==> config.mk <==
export PLATFORM = sky130hd
export DESIGN_NAME = ramp_adc_capture
export DESIGN_NICKNAME = d
export VERILOG_FILES = /design/src/rtl/ramp_adc_capture.sv
export SDC_FILE = /design/constraint.sdc
export NUM_CORES = 1
export LEC_CHECK = 0
export ABC_AREA = 1
export BUFFER_PORTS_ARGS = -buffer_cell sky130_fd_sc_hd__buf_2
export CORE_MARGIN = 5
export CORE_UTILIZATION = 55
export DETAILED_ROUTE_END_ITERATION = 16
export PLACE_DENSITY_LB_ADDON = 0.15
export SLEW_MARGIN = 20
export SYNTH_ARGS = -nofsm -noshare
export SYNTH_HDL_FRONTEND = slang
export SYNTH_SLANG_ARGS = --single-unit
==> constraint.sdc <==
create_clock -name clk -period 1.7 [get_ports clk]
set_clock_uncertainty 0.1 [all_clocks]
set_input_delay 0.085 -clock clk [delete_from_list [all_inputs] [get_ports clk]]
set_output_delay 0.085 -clock clk [all_outputs]
set_load 0.01 [all_outputs]
==> src/rtl/ramp_adc_capture.sv <==
// Single-slope ADC readout: times the comparator trip within a ramp frame
// and presents one latency-compensated code per frame on valid/ready.
//
// Ports:
//   clk, reset_n   clock, async active-low reset
//   roll_in        frame pulse from the ramp counter (terminal count)
//   comp_in        asynchronous comparator output
//   sample_data    converted code, stable while sample_valid
//   sample_valid   sample available
//   sample_ready   consumer accepts on valid & ready
//   overrange      no trip seen during the frame
//   busy           high while converting
//   drop_count     saturating count of frames dropped in HOLD
module ramp_adc_capture #(
  parameter int WIDTH       = 7,
  parameter int SYNC_STAGES = 2
) (
  input  logic             clk,
  input  logic             reset_n,
  input  logic             roll_in,
  input  logic             comp_in,
  output logic [WIDTH-1:0] sample_data,
  output logic             sample_valid,
  input  logic             sample_ready,
  output logic             overrange,
  output logic             busy,
  output logic [3:0]       drop_count
);

  typedef enum logic [1:0] {
    S_IDLE,
    S_CONVERT,
    S_HOLD
  } state_t;

  localparam logic [WIDTH-1:0] MAXC = '1;
  localparam logic [WIDTH:0]   LAT  = (WIDTH+1)'(SYNC_STAGES);

  state_t                 r_state;
  logic [SYNC_STAGES-1:0] r_sync;
  logic [WIDTH-1:0]       r_cnt;
  logic [WIDTH-1:0]       r_data;
  logic                   r_valid;
  logic                   r_ovr;
  logic                   r_busy;
  logic [3:0]             r_drop;

  logic                   w_comp_s;
  logic [WIDTH:0]         w_diff;
  logic [WIDTH-1:0]       w_code;
  logic                   w_hs;

  assign w_comp_s = r_sync[SYNC_STAGES-1];

  // Remove the synchroniser delay from the trip time; clamp at zero
  // when the comparator was already high at frame start.
  assign w_diff = {1'b0, r_cnt} - LAT;
  assign w_code = w_diff[WIDTH] ? '0 : w_diff[WIDTH-1:0];

  assign w_hs = r_valid & sample_ready;

  always_ff @(posedge clk or negedge reset_n) begin
    if (!reset_n) begin
      r_sync <= '0;
    end else begin
      r_sync <= {r_sync[SYNC_STAGES-2:0], comp_in};
    end
  end

  always_ff @(posedge clk or negedge reset_n) begin
    if (!reset_n) begin
      r_state <= S_IDLE;
      r_cnt   <= '0;
      r_data  <= '0;
      r_valid <= 1'b0;
      r_ovr   <= 1'b0;
      r_busy  <= 1'b0;
      r_drop  <= '0;
    end else begin
      unique case (r_state)
        S_IDLE: begin
          if (roll_in) begin
            r_state <= S_CONVERT;
            r_cnt   <= '0;
            r_busy  <= 1'b1;
          end
        end
        S_CONVERT: begin
          if (roll_in) begin
            r_state <= S_HOLD;
            r_data  <= MAXC;
            r_ovr   <= 1'b1;
            r_valid <= 1'b1;
            r_busy  <= 1'b0;
          end else if (w_comp_s) begin
            r_state <= S_HOLD;
            r_data  <= w_code;
            r_ovr   <= 1'b0;
            r_valid <= 1'b1;
            r_busy  <= 1'b0;
          end else if (r_cnt != MAXC) begin
            r_cnt <= r_cnt + 1'b1;
          end
        end
        S_HOLD: begin
          if (w_hs) begin
            r_valid <= 1'b0;
            // A frame starting on the handshake cycle is taken, not dropped.
            if (roll_in) begin
              r_state <= S_CONVERT;
              r_cnt   <= '0;
              r_busy  <= 1'b1;
            end else begin
              r_state <= S_IDLE;
            end
          end else if (roll_in) begin
            if (r_drop != 4'hF) begin
              r_drop <= r_drop + 4'd1;
            end
          end
        end
        default: begin
          r_state <= S_IDLE;
          r_valid <= 1'b0;
          r_busy  <= 1'b0;
        end
      endcase
    end
  end

  assign sample_data  = r_data;
  assign sample_valid = r_valid;
  assign overrange    = r_ovr;
  assign busy         = r_busy;
  assign drop_count   = r_drop;

endmodule

# Yosys cells after proc, flatten, opt, wreduce, memory -nomap -nowiden

Cells that the tools add are included.

Output and inout port bits: 14
Input port bits: 5
Word-level logic and storage cells: 58
Register bits after elaboration: 25

Reduce and logical (&&, ||, !) cells: 9
Muxes and demuxes: 25
$add $sub $neg: 3
Equal/unequal tests: 10
Bitwise gates (word level): 3

Operators by type and width:

| kind                  | number |
|---|---|
| $mux W7               | 8 |
| $pmux W7 S3           | 1 |
| $ne A2 B2 Y1 const B  | 5 |
| $mux W1               | 9 |
| $mux W2               | 4 |
| $sub A7 B2 Y8 const B | 1 |
| $add A7 B1 Y7 const B | 1 |
| $ne A7 B7 Y1 const B  | 1 |
| $pmux W1 S3           | 2 |
| $pmux W2 S3           | 1 |
| $reduce_and A3 Y1     | 2 |
| $reduce_and A5 Y1     | 1 |
| $add A4 B1 Y4 const B | 1 |
| $ne A4 B4 Y1 const B  | 1 |
| $reduce_and A2 Y1     | 2 |
| $reduce_and A4 Y1     | 1 |
| $ne A3 B3 Y1 const B  | 1 |
| $reduce_bool A3 Y1    | 1 |
| $eq A2 B1 Y1 const B  | 1 |
| $eq A2 B2 Y1 const B  | 1 |
| $logic_not A2 Y1      | 1 |
| $not A1 Y1            | 2 |
| $reduce_bool A2 Y1    | 1 |
| $and A1 B1 Y1         | 1 |

# Longest topological paths before layout

Depth in word-level cells: 5
Gate-level depth with buffers: 9
Mapped depth without buffers: 9

# Worst setup path after synthesis

OpenSTA, ideal clock, no wires.

Path type: register -> register
From: reg r_cnt[0]
To: reg r_cnt[6]
Slack: 0.308 ns
Setup time: 0.116 ns
Cell stages (with the launch flop): 10
Clock period less this slack: 1.392 ns
Arrival time: 1.175 ns
Buffers on the path: 0
Required time: 1.484 ns
Path through: dfrtp_1 ha_1 nand2_1 nor2_4 nand2_1 nand2_2 nand2_4 nand2_4 nand2_1 nand2_1

Word-level cells in the longest chain between the ends: 5
Elaborated cells between the ends (all ways): 8
Classes of those cells: add/sub (1); eq/ne (2); mux (4); reduce/logical (1)

RTL lines:

| element                | RTL line | text |
|---|---|---|
| from (decl)            | 41       | `logic [WIDTH-1:0] r_cnt;` |
| from (signal assigned) | 102      | `r_cnt <= r_cnt + 1'b1;` |
| $add A7 B1 Y7          | 102      |  |
| $mux W7                | 101      | `end else if (r_cnt != MAXC) begin` |
| $mux W7                | 95       | `end else if (w_comp_s) begin` |
| $mux W7                | 89       | `if (roll_in) begin` |
| $pmux W7 S3            | 80       | `unique case (r_state)` |

Several ways; a longest one is shown, not always the timed one. The select of a mux whose other input is x is not followed.
A chain may end at the register's enable or synchronous reset.

# Worst setup path in the final report

Ends and elaborated chain as after synthesis.

==> results_dict.tcl <==
set metrics [dict create \
    status "completed" \
    critical_path_class "reg2reg" \
    setup_viol 0 \
    dp.cells 210 \
    rr_startpoint "r_cnt[0]$_DFFE_PN0P_" \
    setup_slack_ns 0.133 \
    grt_pass1_wl_mm 4.79 \
    cts-buffers-inserted 3 \
    nNetsFinal 199 \
    post-route-period-util_pct 92.2 \
    cts_tree "done" \
    core_area_um2 2250 \
    synthFlopType "dfrtp_1" \
    yosysWarnings 0 \
    ios 19 \
    async_flop_share_pct 100 \
    min_period_ns 1.57 \
    grt_overflow_total 0 \
    start_kind "flop" \
    rows 17 \
    dp_worst_setup_slack_ns 0.173 \
    synth_area_leaders "dfrtp_1 48%, nand2_1 13%, nor2_1 5.4%" \
    rsz0062_at_grt "no" \
    ir_drop_uv 1090 \
    r2r-end "r_cnt[6]$_DFFE_PN0P_" \
    worst_slew_pin_slew_ns 0.556 \
    dieArea_um2 3460 \
    post-route-cell-area_um2 1490 \
    routed_wl_mm 2.57 \
    yosysSeqAreaShare_pct 47.7 \
    r2r_slack_ns 0.13 \
    cp_max_fo 7 \
    finalMaxSlewViolations 0 \
    max-cap-violations 0 \
    n_antenna_cell 0 \
    antenna_found_initial 0 \
    tns_ns 0 \
    remaining_drc_errors 0 \
    p_leak_nw 0.753 \
    hp-start "sample_ready" \
    arrival_ns 1.68 \
    post_dp_cell_area_um2 1440 \
    clk_pin_slew_ns 0.13 \
    post_drt_wl_per_cell_um 11.8 \
    initial_utilization_pct 58.2 \
    clk_latency_ns 0.31 \
    synth_seq_cells 25 \
    grt_max_degree 26 \
    place_congestion 0.920 \
    cts-root-buf "clkbuf_4" \
    dr.pass1.iters 4 \
    required_ns 1.81 \
    reg2reg_depth 9 \
    vias 1119 \
    synthCells 164 \
    hold_viol 0 \
    p_per_area_nw_per_um2 1400 \
    clock-sinks 25 \
    synthTopCellsByCount "47 x nand2_1, 25 x dfrtp_1, 19 x nor2_1" \
    viasPerCell 5.16 \
    yosysTopAreaCell "dfrtp_1" \
    synth_top_cell_area_share_pct 47.7 \
    worstSetupEndpointType "flop" \
    detail-route-antenna-nets 0 \
    io_buffer_count 18 \
    dieWidth_um 58.8 \
    stdcell_count 217 \
    synth_enable_flop_cells 0 \
    drive_gt1_share_pct 20.1 \
    fmax_mhz 638 \
    max_slew_margin_pct 62.9 \
    avgSynthCellArea_um2 8.00 \
    hold_slack_ns 0.0328 \
    area_growth_syn_to_layout_pct 13.8 \
    clk_path_buf_depth 2 \
    die_h_um 58.8 \
    cp-startpoint "r_cnt[0]$_DFFE_PN0P_" \
    worstSetupEndpoint "r_cnt[6]$_DFFE_PN0P_" \
    grt_pass1_vias 1097 \
    post-route-util_pct 66.2 \
    synthDistinctLibCells 23 \
    power_mw 2.09 \
    min_path_type "in2reg" \
    synth.most_common_cell "nand2_1" \
    synth_nets 173 \
    syn_area_um2 1310 \
    htree_levels 1 \
    place_hpwl_mm 1.94 \
    drtIter0Drc 38 \
    grt_usage_pct 17.5 \
]
[final cells by class]
| type | instances | area, um2 |
|---|---|---|
| fillers | 200 | 762 |
| flip-flops and latches | 25 | 626 |
| multi-input cells | 120 | 612 |
| repair buffers | 21 | 120 |
| inverters | 19 | 73.8 |
| well taps | 28 | 35.0 |
| clock buffers | 4 | 26.3 |
[registers in the layout, summed over array words and instances, names as in the netlist]
signal / cells
busy: 1
drop_count: 4
overrange: 1
r_cnt: 7
r_state: 2
r_sync: 2
sample_data: 7
sample_valid: 1
[cells by family after synthesis]
| kind of cell | count (synthesis) | synth area share [%] |
|---|---|---|
| buf+inv | 19 | 5.63 |
| flops | 25 | 47.7 |
| xor+xnor | 3 | 2.00 |
| compound gates | 18 | 7.16 |
| fa+ha+maj | 4 | 3.82 |
| simple gates | 95 | 33.7 |
[where the power goes]
group | leakage (nW) | internal [mW] | switching [mW]
sequential | 0.309 | 0.786 | 0.144
clock | 0.0150 | 0.0917 | 0.167
combinational | 0.430 | 0.342 | 0.557
total | 0.753 | 1.22 | 0.868
[layer usage]
layer / wire length (um) / part of all wire (%) / track usage, % / vias to the layer above
li1: - / - / - / 574
met1: 1200 / 47 / 24.9 / 505
met2: 1190 / 46 / 27.1 / 36
met3: 149 / 5.8 / 2.63 / 4
met4: 23 / 0.90 / 5.83 / 0
met5: 0 / 0 / 0 / -
[critical path, stage by stage, from the launching register on]
cell,delay [ns]
dfrtp_1,0.47
ha_1,0.24
nand2_1,0.14
nor2_4,0.05
nand2_1,0.09
nand2_2,0.08
nand2_4,0.10
nand2_4,0.08
nand2_1,0.06
nand2_1,0.05
[what timing repair did]
item / CTS / global route
endpoints found under the hold margin: 27 / 0
setup buffers: 0 / 0
resized for setup: 0 / 0
hold buffers: 3 / 0
[cells in the final DEF (no fill, tap or decap)]
cell type	instances
a21oi_1	11
buf_2	18
clkbuf_1	1
clkbuf_4	3
dfrtp_1	25
dlygate4sd3_1	3
ha_1	4
inv_1	13
inv_2	5
inv_4	1
nand2_1	47
nand2_2	1
nand2_4	3
nand3_1	13
nand3_2	1
nand3b_1	1
nand4_1	3
nor2_1	19
nor2_2	2
nor2_4	2
nor3_1	1
o21ai_0	6
o21ai_2	1
or2_1	1
or2_2	1
xnor2_1	2
xor2_1	1
[worst min path at each step]
| stage | endpoint | cells after the start |
|---|---|---|
| 2_1_floorplan | busy$_DFFE_PN0P_ | 0 |
| 3_3_place_gp | sample_valid$_DFFE_PN0P_ | 1 |
| 3_5_place_dp | sample_valid$_DFFE_PN0P_ | 1 |
| 4_1_cts | busy$_DFFE_PN0P_ | 5 |
| 5_1_grt | busy$_DFFE_PN0P_ | 5 |
| 6_report | r_state[0]$_DFFE_PN0P_ | 5 |
No activity file was read; power rests on OpenSTA's default activity.
